$ cat config.mk
export PLATFORM = sky130hd
export DESIGN_NAME = branch_pc_unit_flat
export DESIGN_NICKNAME = d
export VERILOG_FILES = /design/src/rtl/branch_pc_if.sv /design/src/rtl/branch_pc_unit.sv /design/src/flat_wrapper.sv
export SDC_FILE = /design/constraint.sdc
export NUM_CORES = 1
export LEC_CHECK = 0
export ABC_AREA = 1
export CAP_MARGIN = 20
export CORE_MARGIN = 5
export CORE_UTILIZATION = 53
export DETAILED_ROUTE_END_ITERATION = 12
export GPL_TIMING_DRIVEN = 0
export HOLD_SLACK_MARGIN = 0.02
export PLACE_DENSITY = 0.82
export SYNTH_ARGS = -nofsm -noshare
export SYNTH_HDL_FRONTEND = slang
export SYNTH_SLANG_ARGS = --single-unit
$ cat constraint.sdc
create_clock -name clk -period 2.01 [get_ports clk]
set_clock_uncertainty 0.2 [all_clocks]
set_input_delay 0.5025 -clock clk [delete_from_list [all_inputs] [get_ports clk]]
set_output_delay 0.5025 -clock clk [all_outputs]
set_load 0.02 [all_outputs]
$ cat src/rtl/branch_pc_if.sv
// Fetch-redirect bundle between the EX-stage branch resolution, the hazard
// unit, instruction memory and the PC unit.
interface branch_pc_if #(
    parameter int unsigned N = 32
);
    logic         stall;
    logic         imem_ready;
    logic         br_taken;
    logic [N-1:0] br_pc;
    logic [N-1:0] offset_sh;
    logic         jalr_taken;
    logic [N-1:0] jalr_target;
    logic [N-1:0] pc;
    logic         pc_valid;
    logic         flush;
    logic         misalign;
    logic         halted;

    modport master (
        output stall, imem_ready, br_taken, br_pc, offset_sh, jalr_taken, jalr_target,
        input  pc, pc_valid, flush, misalign, halted
    );

    modport slave (
        input  stall, imem_ready, br_taken, br_pc, offset_sh, jalr_taken, jalr_target,
        output pc, pc_valid, flush, misalign, halted
    );
endinterface

$ cat src/rtl/branch_pc_unit.sv
// Program counter and next-PC selection: sequential fetch, branch/JAL/JALR
// redirect, one-entry redirect buffer while imem stalls, misaligned-target trap.
module branch_pc_unit #(
    parameter int unsigned    N        = 32,
    parameter logic [N-1:0]   RESET_PC = '0
) (
    input  logic              clk,
    input  logic              rst_n,
    branch_pc_if.slave        bus
);
    typedef enum logic [1:0] {
        RUN  = 2'd0,
        HOLD = 2'd1,
        TRAP = 2'd2
    } state_t;

    state_t       state, state_n;
    logic [N-1:0] pc_q, pc_n;
    logic [N-1:0] pend_q, pend_n;
    logic         valid_q, valid_n;
    logic         flush_q, flush_n;
    logic         mis_q, mis_n;
    logic         halted_q, halted_n;

    logic         redir;
    logic [N-1:0] target;

    assign redir  = bus.br_taken | bus.jalr_taken;
    assign target = bus.jalr_taken ? {bus.jalr_target[N-1:1], 1'b0}
                                   : bus.br_pc + bus.offset_sh;

    always_ff @(posedge clk or negedge rst_n) begin
        if (!rst_n) begin
            state    <= RUN;
            pc_q     <= RESET_PC;
            pend_q   <= '0;
            valid_q  <= 1'b0;
            flush_q  <= 1'b0;
            mis_q    <= 1'b0;
            halted_q <= 1'b0;
        end else begin
            state    <= state_n;
            pc_q     <= pc_n;
            pend_q   <= pend_n;
            valid_q  <= valid_n;
            flush_q  <= flush_n;
            mis_q    <= mis_n;
            halted_q <= halted_n;
        end
    end

    always_comb begin
        state_n  = state;
        pc_n     = pc_q;
        pend_n   = pend_q;
        valid_n  = valid_q;
        flush_n  = 1'b0;
        mis_n    = 1'b0;
        halted_n = halted_q;

        case (state)
            RUN, HOLD: begin
                // Redirect is handled identically in RUN and HOLD; the newest
                // target always replaces any buffered one.
                if (redir) begin
                    flush_n = 1'b1;
                    if (target[1]) begin
                        mis_n    = 1'b1;
                        valid_n  = 1'b0;
                        halted_n = 1'b1;
                        state_n  = TRAP;
                    end else if (bus.imem_ready) begin
                        pc_n    = target;
                        valid_n = 1'b1;
                        state_n = RUN;
                    end else begin
                        pend_n  = target;
                        valid_n = 1'b0;
                        state_n = HOLD;
                    end
                end else if (state == HOLD) begin
                    if (bus.imem_ready) begin
                        pc_n    = pend_q;
                        valid_n = 1'b1;
                        state_n = RUN;
                    end
                end else begin
                    // Only an already-live request advances; the first cycle
                    // after reset presents RESET_PC.
                    valid_n = 1'b1;
                    if (!bus.stall && bus.imem_ready && valid_q)
                        pc_n = pc_q + N'(4);
                end
            end
            default: begin
                valid_n  = 1'b0;
                halted_n = 1'b1;
                state_n  = TRAP;
            end
        endcase
    end

    assign bus.pc       = pc_q;
    assign bus.pc_valid = valid_q;
    assign bus.flush    = flush_q;
    assign bus.misalign = mis_q;
    assign bus.halted   = halted_q;
endmodule

$ cat src/flat_wrapper.sv
// flat-port wrapper written by rule: the top's interface ports become plain ports
module branch_pc_unit_flat 
#(
    parameter int unsigned    N        = 32,
    parameter logic [N-1:0]   RESET_PC = '0
)
  (clk, rst_n, bus_stall, bus_imem_ready, bus_br_taken, bus_br_pc, bus_offset_sh, bus_jalr_taken, bus_jalr_target, bus_pc, bus_pc_valid, bus_flush, bus_misalign, bus_halted);
  branch_pc_if #(.N(N)) bus_i ();
  input  logic clk;
  input  logic rst_n;
  input wire logic [$bits(bus_i.stall)-1:0] bus_stall;
  input wire logic [$bits(bus_i.imem_ready)-1:0] bus_imem_ready;
  input wire logic [$bits(bus_i.br_taken)-1:0] bus_br_taken;
  input wire logic [$bits(bus_i.br_pc)-1:0] bus_br_pc;
  input wire logic [$bits(bus_i.offset_sh)-1:0] bus_offset_sh;
  input wire logic [$bits(bus_i.jalr_taken)-1:0] bus_jalr_taken;
  input wire logic [$bits(bus_i.jalr_target)-1:0] bus_jalr_target;
  output wire logic [$bits(bus_i.pc)-1:0] bus_pc;
  output wire logic [$bits(bus_i.pc_valid)-1:0] bus_pc_valid;
  output wire logic [$bits(bus_i.flush)-1:0] bus_flush;
  output wire logic [$bits(bus_i.misalign)-1:0] bus_misalign;
  output wire logic [$bits(bus_i.halted)-1:0] bus_halted;
  assign bus_i.stall = bus_stall;
  assign bus_i.imem_ready = bus_imem_ready;
  assign bus_i.br_taken = bus_br_taken;
  assign bus_i.br_pc = bus_br_pc;
  assign bus_i.offset_sh = bus_offset_sh;
  assign bus_i.jalr_taken = bus_jalr_taken;
  assign bus_i.jalr_target = bus_jalr_target;
  assign bus_pc = bus_i.pc;
  assign bus_pc_valid = bus_i.pc_valid;
  assign bus_flush = bus_i.flush;
  assign bus_misalign = bus_i.misalign;
  assign bus_halted = bus_i.halted;
  branch_pc_unit #(.N(N), .RESET_PC(RESET_PC)) u_core (.clk(clk), .rst_n(rst_n), .bus(bus_i));
endmodule
## Yosys cells after proc, flatten, opt, wreduce, memory -nomap -nowiden

Index checks and enable logic that the tools add are counted.

- Word-level logic and storage cells: 58
- Register bits after elaboration: 69

- $add $sub $neg: 2
- Bitwise gates (word level): 3
- Muxes and demuxes: 27
- Equal/unequal tests: 9
- Reduce and logical (&&, ||, !) cells: 10

Operators with widths:

| cell | number |
|---|---|
| $mux W32 | 7 |
| $add A32 B3 Y32 const B | 1 |
| $add A32 B32 Y32 | 1 |
| $mux W1 | 15 |
| $mux W2 | 5 |
| $ne A2 B2 Y1 const B | 3 |
| $reduce_and A5 Y1 | 1 |
| $ne A2 B1 Y1 const B | 2 |
| $ne A4 B3 Y1 const B | 1 |
| $reduce_and A2 Y1 | 2 |
| $reduce_and A4 Y1 | 1 |
| $ne A3 B1 Y1 const B | 1 |
| $ne A3 B2 Y1 const B | 1 |
| $reduce_bool A3 Y1 | 1 |
| $eq A2 B1 Y1 const B | 1 |
| $logic_and A1 B1 Y1 | 2 |
| $logic_not A2 Y1 | 1 |
| $not A1 Y1 | 2 |
| $reduce_or A2 Y1 | 1 |
| $logic_not A1 Y1 | 1 |
| $or A1 B1 Y1 | 1 |

## Depth between registers and ports, before layout

- Depth in word-level cells: 6
- Depth in mapped cells: 15
- Gate-level depth less buffers: 15

## Worst setup path before layout

OpenSTA, ideal clock, no wires.

- Path kind: in2reg
- From: input port bus_offset_sh[0]
- To: register u_core.pc_q[23], in the netlist u_core.bus.pc[23]
- Library setup time: 0.122 ns
- Stages on the path: 11
- Arrival: 2.043 ns
- Path slack: -0.355 ns
- Cells stage by stage: ha_1 inv_1 fa_1 o21ai_1 nand2_1 nand2_2 nor2_4 inv_4 buf_4 a21oi_1 a21oi_2

- Cells in the longest elaborated chain, start to end: 5
- Elaborated cells between the ends (all ways): 7
- Those cells by class: add/sub: 1; eq/ne: 1; mux: 4; reduce/logical: 1

RTL lines:

| item | line | source |
|---|---|---|
| from (decl) | flat_wrapper.sv:15 | `input wire logic [$bits(bus_i.offset_sh)-1:0] bus_offset_sh;` |
| $add A32 B32 Y32 (*) | branch_pc_unit.sv:30 | `: bus.br_pc + bus.offset_sh;` |
| $mux W32 (*) | branch_pc_unit.sv:29 | `assign target = bus.jalr_taken ? {bus.jalr_target[N-1:1], 1'b0}` |
| $mux W32 | branch_pc_unit.sv:72 | `end else if (bus.imem_ready) begin` |
| $mux W32 | branch_pc_unit.sv:67 | `if (target[1]) begin` |
| $mux W32 | branch_pc_unit.sv:65 | `if (redir) begin` |
| to (signal assigned) | branch_pc_unit.sv:43 | `pc_q <= pc_n;` |
| to (decl) | branch_pc_unit.sv:18 | `logic [N-1:0] pc_q, pc_n;` |

Every way passes the cells marked *; elsewhere a longest branch is shown, timed or not. The select of a mux whose other input is x is not followed.
A chain may end at the register's enable or synchronous reset.

## Worst setup path after layout

- From: input port bus_jalr_taken
- To: register u_core.pend_q[13]

- Cells in the longest elaborated chain, start to end: 3
- Elaborated cells between the ends (all ways): 4
- Those cells by class: mux: 1; bitwise: 2; reduce/logical: 1

RTL lines:

| item | line | source |
|---|---|---|
| from (decl) | flat_wrapper.sv:16 | `input wire logic [$bits(bus_i.jalr_taken)-1:0] bus_jalr_taken;` |
| $mux W32 | branch_pc_unit.sv:29 |  |
| $not A1 Y1 (no line) | -- |  |
| $reduce_and A4 Y1 (no line) | -- |  |
| to (signal assigned) | branch_pc_unit.sv:44 | `pend_q <= pend_n;` |
| to (decl) | branch_pc_unit.sv:19 | `logic [N-1:0] pend_q, pend_n;` |

Parallel ways exist; a longest one is shown, timed or not.

==> results_dict.tcl <==
set metrics [dict create \
    outcome "complete, but fails checks" \
    violations "setup timing" \
    yosysTopAreaCell "dfrtp_1" \
    synth_nets 1279 \
    slowest_delay_ns 0.52 \
    cts-root-buf "clkbuf_16" \
    hold_class "input pin to asynchronous set/reset pin" \
    p_sw_frac 0.366 \
    cts_tree "done" \
    layout.nets 1477 \
    num_antenna_cells 0 \
    post-dp-hpwl_um 17900 \
    vias_per_cell 6.39 \
    worstSetupPathType "input pin to register" \
    pwr-share-comb 0.385 \
    die_area_mm2 0.0152 \
    grt.total_usage 0.344 \
    gp_congestion 0.942 \
    cts_buffer_depth 2 \
    numCtsBuffers 9 \
    fin_crit_sh 1.22 \
    ir_drop_v 0.000354 \
    rsz0062_at_grt "yes" \
    p_sw_w 0.00182 \
    crit_fanout 9 \
    place_ws_ns -1.03 \
    cp.required_ns 1.97 \
    arrival_ns 2.42 \
    firstDrtPassIters 11 \
    ant_nets 0 \
    insertion_delay_ns 0.35 \
    powerDensity_mw_per_mm2 460 \
    fin_crit_ns 2.46 \
    synthCells 1144 \
    finalHoldViolations 0 \
    crit_chain "clkdlybuf4s50_1, inv_2, nand2_4, inv_4, nor2_4, nand2_2, nor2_4, buf_12, inv_8, clkbuf_16, nand2_4, nand2_1" \
    p_leak_nw 5.43 \
    chipWidth_um 123 \
    slew_violations 0 \
    start_kind "input pin" \
    drtIter0Drc 1333 \
    ctsHoldBuffers 0 \
    grt_pass1_vias 8469 \
    synthTopCellsByArea "dfrtp_1 (25%), nand2_1 (21%), inv_1 (9.1%)" \
    core_mm2 0.0126 \
    synthArstFlopShare 1.00 \
    ios 138 \
    drive_above_1_share 0.331 \
    path_clk_slew_ns 0.06 \
    setup_viol 64 \
    p_int_w 0.00315 \
    yosysSeqAreaShare 0.250 \
    power_frac_seq 0.296 \
    io_buffers 135 \
    grt_overflow 0 \
    vias 9694 \
    initial_core_util 0.540 \
    final_cell_mix "nand2_1 (287), inv_1 (154), nand2_2 (77), dlygate4sd2_1 (77), nor2_1 (70)" \
    tightest_slew_ns 0.882 \
    drc 0 \
    grt_max_degree 69 \
    final_common_cell "nand2_1" \
    dp_cells 1451 \
    syn_avg_cell_area_um2 5.96 \
    synthDistinctLibCells 46 \
    endpoint_kind "register" \
    synth_top_area_share 0.250 \
    grt_antenna_before_repair 0 \
    syn2layout_area_growth_pct 58.3 \
    crit_slowest_cell "clkdlybuf4s50_1" \
    synth-edff-count 0 \
    fin_tns_setup_ns -14.56 \
    h-tree-depth 3 \
    grt_pass1_wl_um 41200 \
    routed_wl_um 32700 \
    setup_ws_ns -0.450 \
    p_clk_frac 0.319 \
    die_h_um 123 \
    max_slew_margin 0.412 \
    rows 41 \
    yosys_warnings 0 \
    ys_ff_latch 68 \
    dominantRegCellSynth "dfrtp_1" \
    fmax_mhz 406 \
    cts.sinks 68 \
    syn_area_mm2 0.00682 \
    wire_per_inst_um 21.5 \
    cap_violations 0 \
    fin_cells 1518 \
]
path summary, 6_finish.rpt:
path,from,depth (start not counted),slack (ns),to
setup / recovery,bus_jalr_taken,12,-0.45,u_core.pend_q[13]$_DFFE_PN0P_
setup reg to reg,u_core.state[1]$_DFFE_PN0P_,12,-0.28,u_core.bus.pc[18]$_DFFE_PN0P_
hold reg to reg,u_core.bus.halted$_DFFE_PN0P_,1,0.27,u_core.bus.halted$_DFFE_PN0P_
max in group asynchronous,rst_n,1,0.92,u_core.bus.pc[2]$_DFFE_PN0P_
hold / removal,rst_n,1,0.06,u_core.pend_q[12]$_DFFE_PN0P_
min in group clk,u_core.bus.halted$_DFFE_PN0P_,1,0.27,u_core.bus.halted$_DFFE_PN0P_
synth_stat cells (4+ instances only):
cell	count
dfrtp_1	68
nand2_1	379
ha_1	32
nor2_4	6
nor2_2	5
xor2_1	5
nor3_2	4
nor3_1	9
a21oi_1	74
nor2_1	111
o21ai_0	18
nand2_2	9
nand3_1	111
a31oi_1	21
inv_1	166
o21ai_1	20
clkbuf_1	8
buf_2	15
inv_2	7
nand4_1	10
or2_2	21
power by group through the flow:
stage	clock network (W)	logic, W	registers (W)
final	0.00158	0.00191	0.00147
after global routing	0.00162	0.00200	0.00147
after CTS	0.00153	0.00150	0.00145
after detailed placement	0	0.00121	0.00147
after global placement	0	0.00119	0.00147
after floorplan	0	0.000753	0.00146
logic make-up (layout without fill, tap and decap cells):
kind of cell | after synthesis | after routing | share of synthesized area
and+or+nand+nor | 681 | 682 | 0.438
AOI/OAI and AO/OA | 151 | 151 | 0.123
other | 1 | 1 | 0.000550
xor gates and xnor gates | 8 | 8 | 0.0103
DFF | 68 | 68 | 0.250
buffers and inverters | 202 | 403 | 0.117
adders and majority gates | 33 | 33 | 0.0617
routing by layer:
metal  global-route usage  share of wire
met5                    0              0
met4                0.188           0.10
met3               0.0540           0.12
met2                0.595           0.45
met1                0.408           0.33
what timing repair did:
action                                 CTS  global route
pin swaps                               82            65
cloned                                   7             3
gates resized for setup                303           190
endpoints found under the hold margin    0             0
setup endpoints to repair               97            68
buffers inserted                        30            17
flip-flops by register name (all words and copies together) (netlist names):
| signal | count |
|---|---|
| u_core.pend_q | 31 |
| u_core.bus.misalign | 1 |
| u_core.bus.pc | 31 |
| u_core.bus.pc_valid | 1 |
| u_core.bus.flush | 1 |
| u_core.bus.halted | 1 |
| u_core.state | 2 |
cell type report:
class	instances	area [um2]
clock buffer	14	284
buffer	27	263
timing repair inverter	1	7.51
sequential	68	1700
fill	666	1830
tap	172	215
multi-input combinational	875	5830
timing repair buffer	185	1810
inverter	175	677
clock inverter	1	5.00
worst max-delay path: cells and delay by family:
family                 cells  cell delay [ns]
buffers and inverters      6             1.11
and+or+nand+nor            6             0.81
metrics by stage:
step | utilization | total power (W) | hold WS, ns | instance area (um2)
CTS | 0.797 | 0.00447 | 0.105 | 10100
floorplan | - | 0.00222 | 0.00691 | 6950
detailed placement | 0.674 | 0.00268 | 0.264 | 8510
finish | 0.855 | 0.00497 | 0.0569 | 10800
global placement | 0.674 | 0.00266 | 0.254 | 8510
global route | 0.855 | 0.00509 | 0.153 | 10800
(Power assumes the default switching activity.)
